--- config.mk ---
export PLATFORM = sky130hd
export DESIGN_NAME = lcd_dispctl_tx
export DESIGN_NICKNAME = d
export VERILOG_FILES = /design/src/rtl/lcd_dispctl_tx.sv
export SDC_FILE = /design/constraint.sdc
export NUM_CORES = 1
export LEC_CHECK = 0
export BUFFER_PORTS_ARGS = -buffer_cell sky130_fd_sc_hd__buf_2
export CAP_MARGIN = 20
export CORE_MARGIN = 2
export CORE_UTILIZATION = 30
export CTS_CLUSTER_SIZE = 25
export DETAILED_ROUTE_END_ITERATION = 8
export PLACE_DENSITY = 0.58
export SYNTH_ARGS = -nofsm -noshare
export SYNTH_HDL_FRONTEND = slang
export SYNTH_SLANG_ARGS = --single-unit
--- constraint.sdc ---
create_clock -name clk -period 7.52 [get_ports clk]
set_input_delay 0 -clock clk [delete_from_list [all_inputs] [get_ports clk]]
set_output_delay 0 -clock clk [all_outputs]
set_load 0.005 [all_outputs]
--- src/rtl/lcd_dispctl_tx.sv ---
`default_nettype none
// ============================================================================
// Module      : lcd_dispctl_tx
// Description : Sends the HD44780 "Display ON/OFF control" command (0000_1DCB)
//               over the 4-bit LCD bus when the cursor/blink word changes.
//               Optional periodic resend: define LCD_DISPCTL_REFRESH_EN.
// Revision    : 1.0 - initial release
// ============================================================================
module lcd_dispctl_tx #(
    parameter int T_SETUP        = 2,
    parameter int T_PULSE        = 12,
    parameter int T_HOLD         = 1,
    parameter int T_GAP          = 50,
    parameter int T_WAIT         = 2000,
    parameter int REFRESH_CYCLES = 50000000
) (
    input  logic       clk,
    input  logic       rst_n,
    input  logic [1:0] blink_in,
    input  logic       init_done,
    output logic [3:0] lcd_d,
    output logic       lcd_e,
    output logic       lcd_rs,
    output logic       lcd_rw,
    output logic       busy,
    output logic       cmd_sent
);

    localparam int c_MAX_A  = (T_SETUP > T_PULSE) ? T_SETUP : T_PULSE;
    localparam int c_MAX_B  = (T_HOLD > T_GAP) ? T_HOLD : T_GAP;
    localparam int c_MAX_C  = (c_MAX_A > c_MAX_B) ? c_MAX_A : c_MAX_B;
    localparam int c_MAX_T  = (c_MAX_C > T_WAIT) ? c_MAX_C : T_WAIT;
    localparam int c_CW_RAW = $clog2(c_MAX_T);
    localparam int c_CNT_W  = (c_CW_RAW < 12) ? 12 : c_CW_RAW;

    localparam logic [c_CNT_W-1:0] c_LD_SETUP = c_CNT_W'(T_SETUP - 1);
    localparam logic [c_CNT_W-1:0] c_LD_PULSE = c_CNT_W'(T_PULSE - 1);
    localparam logic [c_CNT_W-1:0] c_LD_HOLD  = c_CNT_W'(T_HOLD - 1);
    localparam logic [c_CNT_W-1:0] c_LD_GAP   = c_CNT_W'(T_GAP - 1);
    localparam logic [c_CNT_W-1:0] c_LD_WAIT  = c_CNT_W'(T_WAIT - 1);

    localparam logic [3:0] c_IDLE     = 4'd0;
    localparam logic [3:0] c_HI_SETUP = 4'd1;
    localparam logic [3:0] c_HI_PULSE = 4'd2;
    localparam logic [3:0] c_HI_HOLD  = 4'd3;
    localparam logic [3:0] c_GAP      = 4'd4;
    localparam logic [3:0] c_LO_SETUP = 4'd5;
    localparam logic [3:0] c_LO_PULSE = 4'd6;
    localparam logic [3:0] c_LO_HOLD  = 4'd7;
    localparam logic [3:0] c_WAIT     = 4'd8;

    logic [3:0]         r_state;
    logic [3:0]         w_state_nx;
    logic [c_CNT_W-1:0] r_cnt;
    logic [c_CNT_W-1:0] w_cnt_nx;
    logic [1:0]         r_blink_s;
    logic [1:0]         r_last_sent;
    logic [3:0]         r_cmd_lo;
    logic [7:0]         w_cmd;
    logic               w_start;
    logic               w_refresh_req;
    logic [3:0]         r_lcd_d;
    logic               r_lcd_e;
    logic               r_busy;
    logic               r_cmd_sent;

    assign w_cmd = {4'b0000, 2'b11, r_blink_s};

    always_comb begin
        w_state_nx = r_state;
        w_cnt_nx   = r_cnt;
        w_start    = 1'b0;
        case (r_state)
            c_IDLE: begin
                if (init_done && ((r_blink_s != r_last_sent) || w_refresh_req)) begin
                    w_start    = 1'b1;
                    w_state_nx = c_HI_SETUP;
                    w_cnt_nx   = c_LD_SETUP;
                end
            end
            default: begin
                if (r_cnt != '0) begin
                    w_cnt_nx = r_cnt - c_CNT_W'(1);
                end else begin
                    case (r_state)
                        c_HI_SETUP: begin w_state_nx = c_HI_PULSE; w_cnt_nx = c_LD_PULSE; end
                        c_HI_PULSE: begin w_state_nx = c_HI_HOLD;  w_cnt_nx = c_LD_HOLD;  end
                        c_HI_HOLD:  begin w_state_nx = c_GAP;      w_cnt_nx = c_LD_GAP;   end
                        c_GAP:      begin w_state_nx = c_LO_SETUP; w_cnt_nx = c_LD_SETUP; end
                        c_LO_SETUP: begin w_state_nx = c_LO_PULSE; w_cnt_nx = c_LD_PULSE; end
                        c_LO_PULSE: begin w_state_nx = c_LO_HOLD;  w_cnt_nx = c_LD_HOLD;  end
                        c_LO_HOLD:  begin w_state_nx = c_WAIT;     w_cnt_nx = c_LD_WAIT;  end
                        default:    begin w_state_nx = c_IDLE;     w_cnt_nx = '0;         end
                    endcase
                end
            end
        endcase
    end

    // Outputs are registered from the next-state decode so they line up
    // exactly with the state dwell windows and cannot glitch.
    always_ff @(posedge clk or negedge rst_n) begin
        if (!rst_n) begin
            r_state     <= c_IDLE;
            r_cnt       <= '0;
            r_blink_s   <= 2'b00;
            r_last_sent <= 2'b00;
            r_cmd_lo    <= 4'b0000;
            r_lcd_d     <= 4'b0000;
            r_lcd_e     <= 1'b0;
            r_busy      <= 1'b0;
            r_cmd_sent  <= 1'b0;
        end else begin
            r_state    <= w_state_nx;
            r_cnt      <= w_cnt_nx;
            r_blink_s  <= blink_in;
            r_busy     <= (w_state_nx != c_IDLE);
            r_lcd_e    <= (w_state_nx == c_HI_PULSE) || (w_state_nx == c_LO_PULSE);
            r_cmd_sent <= (w_state_nx == c_WAIT) && (w_cnt_nx == '0);
            if (w_start) begin
                r_cmd_lo    <= w_cmd[3:0];
                r_last_sent <= r_blink_s;
                r_lcd_d     <= w_cmd[7:4];
            end else if ((w_state_nx == c_GAP) && (r_state != c_GAP)) begin
                r_lcd_d <= r_cmd_lo;
            end
        end
    end

`ifdef LCD_DISPCTL_REFRESH_EN
    localparam int c_REF_W = (REFRESH_CYCLES > 1) ? $clog2(REFRESH_CYCLES) : 1;

    logic [c_REF_W-1:0] r_ref_cnt;
    logic               r_ref_req;

    // A tick landing on the start cycle wins so no refresh period is lost.
    always_ff @(posedge clk or negedge rst_n) begin
        if (!rst_n) begin
            r_ref_cnt <= '0;
            r_ref_req <= 1'b0;
        end else begin
            if (w_start) begin
                r_ref_req <= 1'b0;
            end
            if (!init_done) begin
                r_ref_cnt <= '0;
            end else if (r_ref_cnt == c_REF_W'(REFRESH_CYCLES - 1)) begin
                r_ref_cnt <= '0;
                r_ref_req <= 1'b1;
            end else begin
                r_ref_cnt <= r_ref_cnt + c_REF_W'(1);
            end
        end
    end

    assign w_refresh_req = r_ref_req;
`else
    logic w_unused_refresh;
    assign w_unused_refresh = (REFRESH_CYCLES > 0);
    assign w_refresh_req    = 1'b0;
`endif

    assign lcd_d    = r_lcd_d;
    assign lcd_e    = r_lcd_e;
    assign lcd_rs   = 1'b0;
    assign lcd_rw   = 1'b0;
    assign busy     = r_busy;
    assign cmd_sent = r_cmd_sent;

endmodule
`default_nettype wire

==> impl_metrics.json <==
{
  "worst_hold_path_type": "in2reg",
  "cp-start-kind": "register",
  "globalplace.congestion": 0.823,
  "worst_ir_drop_vdd_v": 0.000156,
  "grt_pass1_vias": 1254,
  "clk_transition_reported_paths_ns": 0.10,
  "maximum_number_of_pins_on_one_net_before_global_route_repair": 28,
  "critPathCaptureType": "register",
  "clock_tree.buffer_depth": 2,
  "synth.top_cell.area_share": 0.425,
  "insertion_delay_ns": 0.28,
  "report.final.hold_viol_count": 0,
  "worstReg2RegEnd": "cmd_sent$_DFF_PN0_",
  "totalWireLength_um": 3680,
  "drt_iter0_markers": 156,
  "endpoint": "cmd_sent$_DFF_PN0_",
  "regToRegSetupSlack_ns": 4.48,
  "post_synth_instance_area_um2": 1590,
  "power_density_over_the_cells_nw_per_um2": 339,
  "starting_density_of_the_core": 0.311,
  "ys_ff_latch": 27,
  "antenna_violating_nets_post_route": 0,
  "area.growth.synth_to_final_pct": 9.37,
  "period_share": 0.404,
  "die_h_um": 76.8,
  "rows": 26,
  "synth_edf_count": 0,
  "grt_setup_unrepaired": "no",
  "tritoncts.num_buffers": 3,
  "clock.fmax_ghz": 0.329,
  "wl_per_cell_um": 15.0,
  "synth_area_per_cell_um2": 9.40,
  "insertedDiodeCount": 0,
  "rr_worst_depth": 6,
  "setup-tns-final_ns": 0,
  "cp_data_required_time_ns": 7.69,
  "yosys_warnings": 0,
  "max_slew.worst_pin.slew_ns": 0.857,
  "design.core.area_um2": 5110,
  "highest_count_cells_in_the_layout_ignoring_fill_and_taps": "27 x dfrtp_1, 21 x nand2_1, 11 x buf_2",
  "boundaryPins": 14,
  "track_usage": 0.131,
  "clock-sinks": 27,
  "final_common_cell": "dfrtp_1",
  "drt_first_pass_iters": 4,
  "worst-path-buf-inv": 0,
  "yosys.area.top_type": "dfrtp_1",
  "fp.dieW_um": 76.8,
  "timing.rr.start": "r_state[3]$_DFF_PN0_",
  "final_net_count": 184,
  "ctsRootBufferMaster": "clkbuf_8",
  "arrival_ns": 3.21,
  "timing.critical_path.depth": 6,
  "grt-ovfl-total": 0,
  "ys_async_sr_fraction": 1.00,
  "final_max_slew_viol_count": 0,
  "timing.critical_path.fanout_max": 13,
  "ys.flop_type": "dfrtp_1",
  "grt_pass1_wl_um": 6270,
  "fin_skew_ns": 0.00413,
  "cpLargestDelayFamily": "simple AND/OR/NAND/NOR gates",
  "distinct_cells_synth": 49,
  "maxSlewHeadroom": 0.429,
  "via_per_inst": 5.26,
  "cts_tree": "yes",
  "timing.setup.critical_path_class": "reg2reg",
  "max_cap_viol_count": 0,
  "cell_breakdown_of_the_critical_path": "or4_1 > a211oi_2 > o32ai_1 > nor4_1 > nand4_1 > nor4_2",
  "antenna_found_initial": 0,
  "critPathSlowestCell": "or4_1",
  "netlist_instances": 169,
  "die_area_um2": 5900,
  "setup_violations": 0,
  "static-leakage-power_nw": 0.753,
  "layout.core_utilization": 0.340,
  "h_tree_levels": 1,
  "dpl.hpwl_um": 2580,
  "synth_seq_area_share": 0.425,
  "remaining_design_rule_violation_count": 0,
  "status": "finished, final reports clean",
  "post_synth_main_area_contributors": "dfrtp_1 43%, nand2_1 5.0%, o21ai_0 2.8%",
  "crit_start": "r_state[3]$_DFF_PN0_",
  "dr_total_vias": 1295,
  "post_cts_resized": 0,
  "period_needed_ns": 3.04,
  "drive_gt1_frac": 0.142,
  "cp_slowest_stage_delay_ns": 0.82,
  "buffer_ports.inserted": 11
}
==> flip-flops by register name, indices dropped and copies added (netlist names) <==
register     cells
r_last_sent      1
r_blink_s        2
r_cmd_lo         2
r_cnt           12
cmd_sent         1
r_state          4
lcd_e            1
busy             1
lcd_d            3
==> what timing repair did <==
action / CTS / global route
buffers inserted: 0 / 0
hold buffers: 3 / 0
endpoints found under the hold margin: 29 / 0
==> through the flow <==
| step | cell area (um2) | hold WS [ns] | instances | worst slack, ns | total power [mW] |
|---|---|---|---|---|---|
| 2_1_floorplan | 1590 | -0.296 | 170 | 5.11 | 0.454 |
| 3_3_place_gp | 1660 | 0.0541 | 239 | 4.61 | 0.504 |
| 3_5_place_dp | 1660 | 0.0507 | 239 | 4.61 | 0.499 |
| 4_1_cts | 1740 | 0.123 | 246 | 4.54 | 0.588 |
| 5_1_grt | 1740 | 0.164 | 246 | 4.25 | 0.633 |
| 6_report | 1740 | 0.133 | 246 | 4.48 | 0.588 |
==> report_power, final <==
part	switching [mW]	total [mW]	internal, mW
Clock	0.0483	0.0860	0.0377
Sequential	0.0681	0.264	0.196
Combinational	0.131	0.238	0.107
Total	0.247	0.588	0.341
==> cells by family after synthesis <==
group / share of synthesized area
buffers and inverters: 0.0716
muxes: 0.0252
adders and majority gates: 0.0157
AOI/OAI and AO/OA: 0.182
other: 0.00236
and+or+nand+nor: 0.267
DFF: 0.425
xor gates and xnor gates: 0.0110
==> worst min-delay path, stage by stage <==
cell and delay (ns):
buf_2 0.10, inv_1 0.08, a211oi_2 0.10, nor2_1 0.10
==> synth_stat cells (4+ instances only) <==
cell / n
nor2_1: 10
o21ai_0: 9
nor4_1: 4
nor3_1: 8
a21oi_1: 4
dfrtp_1: 27
inv_1: 8
nand2_1: 21
clkbuf_1: 5
mux2i_1: 4
o41ai_1: 4
or3_1: 4
==> per-layer routing <==
metal,vias up,part of all wire,GRT usage
li1,638,-,-
met1,622,0.48,0.183
met2,31,0.47,0.210
met3,4,0.045,0.0294
met4,0,0.0057,0.0255
met5,-,0,0
==> area by class of cell <==
| class | count | area, um2 |
|---|---|---|
| fill | 540 | 3370 |
| multi-input combinational | 122 | 803 |
| sequential | 27 | 676 |
| timing repair buffer | 15 | 92.6 |
| tap | 70 | 87.6 |
| clock buffer | 3 | 41.3 |
| inverter | 8 | 30.0 |
| clock inverter | 1 | 7.51 |
==> worst min-delay path by stage <==
stage	startpoint	endpoint	cells after the start
final	init_done	lcd_d[1]$_DFFE_PN0P_	4
after global routing	init_done	lcd_d[1]$_DFFE_PN0P_	4
after CTS	init_done	lcd_d[1]$_DFFE_PN0P_	4
after detailed placement	rst_n	r_last_sent[0]$_DFFE_PN0P_	1
after global placement	rst_n	r_blink_s[0]$_DFF_PN0_	1
after floorplan	rst_n	busy$_DFF_PN0_	0
Power figures use the tool's default switching activity.
